==> config.mk <==
export PLATFORM = sky130hd
export DESIGN_NAME = ifetch
export DESIGN_NICKNAME = d
export VERILOG_FILES = /design/src/rtl/ifetch.sv
export SDC_FILE = /design/constraint.sdc
export NUM_CORES = 1
export LEC_CHECK = 0
export CAP_MARGIN = 0
export CELL_PAD_IN_SITES_DETAIL_PLACEMENT = 1
export CELL_PAD_IN_SITES_GLOBAL_PLACEMENT = 2
export CORE_UTILIZATION = 40
export DETAILED_ROUTE_END_ITERATION = 10
export GPL_ROUTABILITY_DRIVEN = 1
export PLACE_DENSITY_LB_ADDON = 0.1
export SLEW_MARGIN = 0
export SYNTH_ARGS = -nofsm -noshare
export SYNTH_HDL_FRONTEND = slang
export SYNTH_SLANG_ARGS = --single-unit
==> constraint.sdc <==
create_clock -name clk -period 4.3 [get_ports clk]
set_input_delay 0.86 -clock clk [delete_from_list [all_inputs] [get_ports clk]]
set_output_delay 0.86 -clock clk [all_outputs]
set_load 0.01 [all_outputs]
==> src/rtl/ifetch.sv <==
// Instruction fetch: owns the PC, issues one-word reads to ram, buffers returns in a small ring, and hands words to decode.
// Issue to ir_valid takes 2 cycles; issue stops when buffered plus in-flight words reach BUF_DEPTH; redirect flushes wrong-path fetches.
module ifetch #(
  parameter logic [15:0] RESET_PC  = 16'h000F,
  parameter int          BUF_DEPTH = 2
) (
  input  logic        clk,
  input  logic        rst,
  input  logic        en,
  input  logic        redirect,
  input  logic [15:0] redirect_pc,
  output logic [15:0] mem_addr,
  output logic        mem_rd,
  input  logic [15:0] mem_out,
  output logic [15:0] ir,
  output logic [15:0] ir_pc,
  output logic        ir_valid,
  input  logic        ir_ready
);

  localparam int PTR_W = $clog2(BUF_DEPTH);
  localparam int CNT_W = PTR_W + 1;
  localparam logic [CNT_W:0] DEPTH_V = (CNT_W + 1)'(BUF_DEPTH);

  typedef enum logic [1:0] {
    IDLE  = 2'd0,
    RUN   = 2'd1,
    FLUSH = 2'd2
  } state_t;

  state_t state, state_nxt;

  logic [15:0]      pc;
  logic [PTR_W-1:0] head, tail, head_nxt;
  logic [CNT_W-1:0] count, rem;
  logic             inflight;
  logic [15:0]      inflight_pc;
  logic [15:0]      buf_word [BUF_DEPTH];
  logic [15:0]      buf_addr [BUF_DEPTH];
  logic [15:0]      ir_nxt, ir_pc_nxt;
  logic [CNT_W:0]   occ;
  logic             pop, push, issue;

  assign ir_valid = (count != '0);
  assign pop      = ir_valid & ir_ready;
  // A return landing in the redirect cycle belongs to the old path.
  assign push     = inflight & (state != FLUSH) & ~redirect;
  assign occ      = {1'b0, count} + {{CNT_W{1'b0}}, inflight} - {{CNT_W{1'b0}}, pop};
  assign issue    = (state == RUN) & en & ~redirect & (occ < DEPTH_V);
  assign mem_rd   = issue;
  assign mem_addr = pc;

  always_comb begin
    state_nxt = state;
    if (redirect) begin
      state_nxt = FLUSH;
    end else begin
      case (state)
        IDLE:    state_nxt = en ? RUN : IDLE;
        RUN:     state_nxt = en ? RUN : IDLE;
        FLUSH:   state_nxt = en ? RUN : IDLE;
        default: state_nxt = IDLE;
      endcase
    end
  end

  // ir/ir_pc follow the head after this cycle's pop/push, and hold when the buffer goes empty.
  always_comb begin
    rem       = count - CNT_W'(pop);
    head_nxt  = head + PTR_W'(pop);
    ir_nxt    = ir;
    ir_pc_nxt = ir_pc;
    if (!redirect) begin
      if (rem != '0) begin
        ir_nxt    = buf_word[head_nxt];
        ir_pc_nxt = buf_addr[head_nxt];
      end else if (push) begin
        ir_nxt    = mem_out;
        ir_pc_nxt = inflight_pc;
      end
    end
  end

  always_ff @(posedge clk or negedge rst) begin
    if (!rst) begin
      state       <= IDLE;
      pc          <= RESET_PC;
      head        <= '0;
      tail        <= '0;
      count       <= '0;
      inflight    <= 1'b0;
      inflight_pc <= '0;
      ir          <= '0;
      ir_pc       <= '0;
    end else begin
      state <= state_nxt;
      if (redirect) begin
        pc <= redirect_pc;
      end else if (issue) begin
        pc <= pc + 16'd1;
      end
      if (redirect) begin
        head  <= '0;
        tail  <= '0;
        count <= '0;
      end else begin
        head  <= head_nxt;
        tail  <= tail + PTR_W'(push);
        count <= count + CNT_W'(push) - CNT_W'(pop);
      end
      inflight <= issue;
      if (issue) begin
        inflight_pc <= pc;
      end
      ir    <= ir_nxt;
      ir_pc <= ir_pc_nxt;
    end
  end

  always_ff @(posedge clk) begin
    if (push) begin
      buf_word[tail] <= mem_out;
      buf_addr[tail] <= inflight_pc;
    end
  end

endmodule
Word level (Yosys, flattened, before mapping)
Memory sizes are Yosys's and may differ from the RTL's. Cells that the tools add are included.

Register bits: 71. Memory bits (writable): 64. Input port bits: 37. Output and inout bits: 50. Logic and storage cells: 51. Memories kept: 2.

$add $sub $neg: 8. Order comparisons: 1. Eq/ne operators: 3. Multiplexer cells: 14. Bitwise operators: 7. Reduce and logical (&&, ||, !) cells: 7.

Memories: buf_addr (words 2, bits a word 16, rd ports 1, clocked after memory_dff 0, write ports 1, line 39) `logic [15:0] buf_addr [BUF_DEPTH];`; buf_word (words 2, bits a word 16, rd ports 1, clocked after memory_dff 0, write ports 1, line 38) `logic [15:0] buf_word [BUF_DEPTH];`.

Operators with widths (number): 2-to-1 mux 16 bit (6); adder 16 x 1 -> 16 bit, second input constant (1); nonzero test 2 bit (4); AND 1 bit (6); 2-to-1 mux 1 bit (6); 2-to-1 mux 2 bit (2); subtractor 2 x 1 -> 2 bit (2); adder 2 x 1 -> 3 bit (1); < comparator 3 x 2 -> 1 bit, second input constant (1); OR reduction 3 bit (1); subtractor 3 x 1 -> 3 bit (1); adder 1 bit (2); adder 2 x 1 -> 2 bit (1); == test 2 x 1 -> 1 bit, second input constant (1); == test 2 bit, second input constant (1); logical NOT 2 bit (1); inequality test 2 bit, second input constant (1); AND reduction 2 bit (1); inverter 1 bit (1).

Depth between registers and ports, before layout
Gate-level depths: netlist of the first run.

Word-level depth: 7. Depth in mapped cells: 11.

Worst setup path before layout of the first run
No wires, ideal clock.

Path type: in2out. From: input port ir_ready. To: output port mem_rd. Data arrival time: 2.343 ns. Required time: 3.440 ns. Slack: 1.097 ns. Cell stages on the path: 8. Path buffers: 2. Path through: xor2_1 -> nand2_1 -> fa_1 -> and4b_1 -> buf_2 -> nand3_4 -> inv_1 -> buf_2.

Word-level cells in the longest chain between the ends: 4.

RTL lines: start: declaration (line 18) `input logic ir_ready`; AND 1 bit (line 45) `assign pop = ir_valid & ir_ready;`; subtractor 3 x 1 -> 3 bit (line 48) `assign occ = {1'b0, count} + {{CNT_W{1'b0}}, inflight} - {{CNT_W{1'b0}}, pop};`; < comparator 3 x 2 -> 1 bit (line 49) `assign issue = (state == RUN) & en & ~redirect & (occ < DEPTH_V);`; AND 1 bit (line 49); end: declaration (line 13) `output logic mem_rd,`.

No other way between the ends.

Worst setup path in the final report of the first run
Ends and elaborated chain as after synthesis.

==> results_dict.tcl, run 1 <==
set metrics [dict create \
    insertion_delay_ps 420 \
    syn_area_sq_um 5940 \
    synth_cell_types 51 \
    cts_sinks 135 \
    synth.top_cell.area_share 0.323 \
    synth_mux_area_frac 0.0640 \
    synth-xor-area-share 0.0225 \
    drive_gt1_frac 0.154 \
    rsz0062_at_grt "no" \
    wl_per_cell_um 18.9 \
    path_class "in -> out" \
    gp_congestion 0.755 \
    cts_resized 0 \
    io_pins 87 \
    synth_edf_count 64 \
    postPlaceCellArea_sq_um 6990 \
    die_w_um 124 \
    crit_path_frequent_cell "clkdlybuf4s50_1" \
    ant_nets 0 \
    p_per_area_nw_per_um2 609 \
    pre_cts_ws_ps 152 \
    totalWireLength_um 14000 \
    synthTopCellsByArea "edfxtp_1, dfrtp_1, mux2i_1" \
    critPathArrivalTime_ps 3260 \
    rows 44 \
    core-area_sq_um 14500 \
    synth_largest_area_cell "edfxtp_1" \
    ff_latch_area_sq_um 3700 \
    critPathBufInv 3 \
    synth-compound-area-share 0.120 \
    dr.pass1.iters 4 \
    fp.dieH_um 124 \
    synth_top_family_by_area "simple AND/OR/NAND/NOR gates" \
    place_hpwl_um 8600 \
    synth_nets 497 \
    startpoint_type "input port" \
    ys_seq_area_frac 0.623 \
    htreeDepth 4 \
    final_hold_viol_count 0 \
    drc 0 \
    clockBufferDepth 2 \
    max_freq_mhz 242 \
    final_common_cell "clkdlybuf4s50_1" \
    antenna_found_initial 0 \
    fillers 1503 \
    p_leak_uw 0.00320 \
    path_delay_family "buffers and inverters" \
    postCtsSetupRepairBufs 0 \
    fin_area_sq_um 7580 \
    synth_flop_cell "dfrtp_1" \
    async_flop_share 0.526 \
    setup_ws_ps 176 \
    final_cell_mix "clkdlybuf4s50_1, nand2_1, dfrtp_1" \
    globalRouteTotalUtil 0.200 \
    start_util 0.409 \
    worstPathRequired_ps 3440 \
    cts_tree "yes" \
    max_cap_viol_count 0 \
    cts_inserted_buffers 17 \
    grt_pass1_wl_um 22500 \
    period_minus_slack_ps 4120 \
    syn2layout_area_growth_pct 27.6 \
    postSynthCellCount 455 \
    relSlewSlack 0.323 \
    slew_violations 0 \
    worstPathMaxFanout 3 \
    slowest_stage "clkdlybuf4s50_1" \
    hold_path.class "reg -> reg" \
    cts_hold_buffers 0 \
    yosys.area_share.simple 0.126 \
    drt-initial-drc-count 197 \
    multi_input_area_sq_um 2070 \
    grt_pass1_vias 4290 \
    grt_max_degree 73 \
    io_buffers 86 \
    ys_ff_latch 135 \
    viasPerCell 5.31 \
    root_buffer "clkbuf_16" \
    period_share 0.959 \
    finalSetupViolCount 0 \
    path_clk_slew_ps 50 \
    slowest_delay_ps 570 \
    num_vias 3949 \
    avgSynthCellArea_sq_um 13.1 \
    fin_setup_tns_ps 0 \
    tightest_slew_ps 1020 \
    nets 589 \
    n_antenna_cell 0 \
    yosys_warnings 0 \
    synthAdderAreaFrac 0.0118 \
    finalPower_uw 4620 \
    overflow 0 \
    worstPathCellList "clkdlybuf4s50_1 -> xor2_1 -> nand2_1 -> fa_1 -> and4b_1 -> nand3_4 -> inv_1 -> clkdlybuf4s50_1" \
    endpoint_kind "output pin" \
    max-vdd-ir-drop_mv 0.317 \
    fin_skew_ps 6.27 \
    die_area_sq_um 15300 \
    status "complete, no violations" \
]
-- sequential cells by signal (all words and copies together), names as in the netlist --
signal       flops
inflight_pc     16
mem_addr        16
tail             1
inflight         1
buf_addr        32
head             1
state            2
ir_pc           16
buf_word        32
ir              16
count            2
-- path summary, 6_finish.rpt --
| path | start | endpoint | slack, ps | depth (start not counted) |
|---|---|---|---|---|
| min in group asynchronous | rst | ir[13] | 600 | 1 |
| hold / removal | inflight_pc[5] | buf_addr[1][5] | 500 | 0 |
| hold reg to reg | inflight_pc[5] | buf_addr[1][5] | 500 | 0 |
| setup reg to reg | count[0] | mem_addr[7] | 1610 | 8 |
| max in group asynchronous | rst | mem_addr[10] | 3020 | 1 |
| setup / recovery | ir_ready | mem_rd | 180 | 8 |
-- stage by stage --
stage / hold slack, ps / instances / utilization
floorplan: 463 / 455 / -
global placement: 480 / 712 / 0.481
detailed placement: 486 / 712 / 0.481
CTS: 504 / 744 / 0.522
global route: 522 / 744 / 0.522
finish: 499 / 744 / 0.522
-- synthesized netlist by cell type (all sizes together) (2+ instances only) --
library cell  instances
a22oi                 2
mux2i                38
a31oi                 3
a311oi                2
dfstp                 4
nor4                  2
inv                   7
or4                   2
xnor2                 5
nor2                  9
and3                  4
dfrtp                67
ha                    4
clkbuf               15
o21ai                39
or2                   2
and4                  5
nor2b                 3
o31a                  2
or4b                  9
edfxtp               64
o211ai               33
nand2                83
nand2b                3
buf                  12
o311ai                2
xor2                  6
nand4                 4
nor3                  2
nand3                 9
or3                   3
-- routing by layer --
| metal | wire [um] | track usage | share of wire | up-vias |
|---|---|---|---|---|
| li1 | - | - | - | 1860 |
| met1 | 6360 | 0.256 | 0.45 | 1980 |
| met2 | 6840 | 0.329 | 0.49 | 91 |
| met3 | 607 | 0.0430 | 0.043 | 18 |
| met4 | 229 | 0.0813 | 0.016 | 0 |
| met5 | 0 | 0 | 0 | - |
-- final cells by class --
cell class,count,share of cell area
multi-input combinational,286,0.273
timing repair buffer,100,0.126
clock buffer,22,0.0612
inverter,7,0.00346
clock inverter,10,0.0168
tap,184,0.0304
sequential,135,0.488
-- kinds of logic after synthesis --
family | Yosys count
AO/OA/AOI/OAI | 87
AND/OR/NAND/NOR | 145
multiplexers | 38
adder cells (fa/ha/maj) | 5
flip-flops | 135
buffers and inverters | 34
XOR/XNOR | 11
-- power by group --
part / total (uW) / leakage (uW) / switching, uW / internal, uW
combinational: 1350 / 0.00143 / 683 / 670
clock: 1460 / 0.000293 / 524 / 935
sequential: 1810 / 0.00147 / 184 / 1620
Power figures use the tool's default switching activity.
==> inputs of run 2 (changes only) <==
CAP_MARGIN = default   (was 0)
CORE_MARGIN = 2   (was default)
MAX_ROUTING_LAYER = met4   (was default)
==> run 2 against run 1 <==
Combinational power about the same. Clock skew down 1.4 ps. Critical path type unchanged. Clock-buffer cell count up 6. Sequential share of layout area up 0.47 points. Largest cell class unchanged. Critical path depth unchanged.
==> results_dict.tcl, run 2 (synthesized netlist as in run 1, its figures left out) <==
set metrics [dict create \
    status "complete, no violations" \
    power_frac_comb 0.299 \
    worstPathMaxFanout 3 \
    io_pins 87 \
    cts_tree "yes" \
    fin_skew_ps 4.83 \
    reg.largest.list "buf_addr x32, buf_word x32" \
    setup_ws_ps 184 \
    start_util 0.409 \
    clkPwrFrac 0.293 \
    final_hold_viol_count 0 \
    cts_inserted_buffers 17 \
    totalWireLength_um 13800 \
    pwr-share-seq 0.407 \
    gp_congestion 0.751 \
    fp.dieH_um 126 \
    hold_path.class "reg -> reg" \
    power.internal_uw 3110 \
    wl_per_cell_um 18.7 \
    endpoint_kind "output pin" \
    max-vdd-ir-drop_mv 0.282 \
    cts_resized 0 \
    htreeDepth 4 \
    grt_max_degree 73 \
    drt-initial-drc-count 240 \
    fin_setup_tns_ps 0 \
    max_freq_mhz 243 \
    rsz0062_at_grt "no" \
    finalSetupViolCount 0 \
    io_buffers 86 \
    viasPerCell 5.33 \
    n_antenna_cell 0 \
    period_share 0.957 \
    die_area_sq_um 15800 \
    critPathArrivalTime_ps 3260 \
    cts_hold_buffers 0 \
    drive_gt1_frac 0.147 \
    path_class "in -> out" \
    path_clk_slew_ps 50 \
    dr.pass1.iters 4 \
    rows 44 \
    ant_nets 0 \
    drc 0 \
    grt_pass1_vias 4283 \
    syn2layout_area_growth_pct 26.4 \
    tightest_slew_ps 994 \
    num_vias 3948 \
    p_switching_uw 1370 \
    antenna_found_initial 0 \
    slew_violations 0 \
    die_w_um 126 \
    cts_sinks 135 \
    max_cap_viol_count 0 \
    final_cell_mix "clkdlybuf4s50_1, nand2_1, dfrtp_1" \
    grt_pass1_wl_um 23400 \
    worstPathRequired_ps 3440 \
    finalPower_uw 4480 \
    overflow 0 \
    relSlewSlack 0.337 \
    place_hpwl_um 8540 \
    insertion_delay_ps 410 \
    root_buffer "clkbuf_16" \
    p_sw_frac 0.306 \
    core-area_sq_um 14500 \
    clockBufferDepth 2 \
    p_leak_uw 0.00315 \
    final_common_cell "clkdlybuf4s50_1" \
    pre_cts_ws_ps 156 \
    period_minus_slack_ps 4120 \
    startpoint_type "input port" \
    postCtsSetupRepairBufs 0 \
    nets 586 \
    globalRouteTotalUtil 0.193 \
    p_per_area_nw_per_um2 596 \
]
-- run 2: cell count changes in the layout (fill, tap and decap cells not counted), moves of 3 or more --
cell       before  now
buf_4          15   12
bufinv_16       3    0
clkbuf_1        3    6
clkbuf_8        2    5
-- run 2: power by group through the flow --
stage	Clock [uW]	Combinational, uW	Sequential [uW]
2_1_floorplan	0	822	1850
3_3_place_gp	0	1330	1830
3_5_place_dp	0	1360	1850
4_1_cts	1340	1360	1830
5_1_grt	1400	1470	1860
6_report	1310	1340	1820
-- run 2: metrics by stage --
step	std cells	area (sq um)	util	hold slack (ps)
after global placement	709	6970	0.480	479
after detailed placement	709	6970	0.480	489
after global routing	741	7510	0.517	510
after floorplan	455	5940	-	463
final	741	7510	0.517	496
after CTS	741	7510	0.517	502
-- run 2: final timing paths --
kind                       slack [ps]      startpoint  cells past startpoint        endpoint
min in group asynchronous         620             rst                      1          ir[14]
max in group asynchronous        3050             rst                      1  inflight_pc[7]
max                               180        ir_ready                      8          mem_rd
min                               500  inflight_pc[7]                      0  buf_addr[0][7]
max reg2reg                      1380        count[1]                      8     mem_addr[7]
min reg2reg                       500  inflight_pc[7]                      0  buf_addr[0][7]
-- run 2: final cells by class --
type,instances,area [sq um]
Clock buffer,28,517
Sequential cell,135,3700
Multi-Input combinational cell,286,2080
Timing Repair Buffer,97,936
Clock inverter,4,20.0
Tap cell,184,230
Fill cell,1503,7020
Inverter,7,26.3
-- run 2: layer usage --
metal / up-vias / share of wire / track usage
li1: 1858 / - / -
met1: 1990 / 0.47 / 0.259
met2: 84 / 0.48 / 0.298
met3: 16 / 0.033 / 0.0438
met4: 0 / 0.013 / 0.0562
met5: - / 0 / -
-- run 2: worst max-delay path, cell delays in order --
cell	delay, ps
clkdlybuf4s50_1	570
xor2_1	170
nand2_1	90
fa_1	520
and4b_1	270
nand3_4	80
inv_1	140
clkdlybuf4s50_1	550
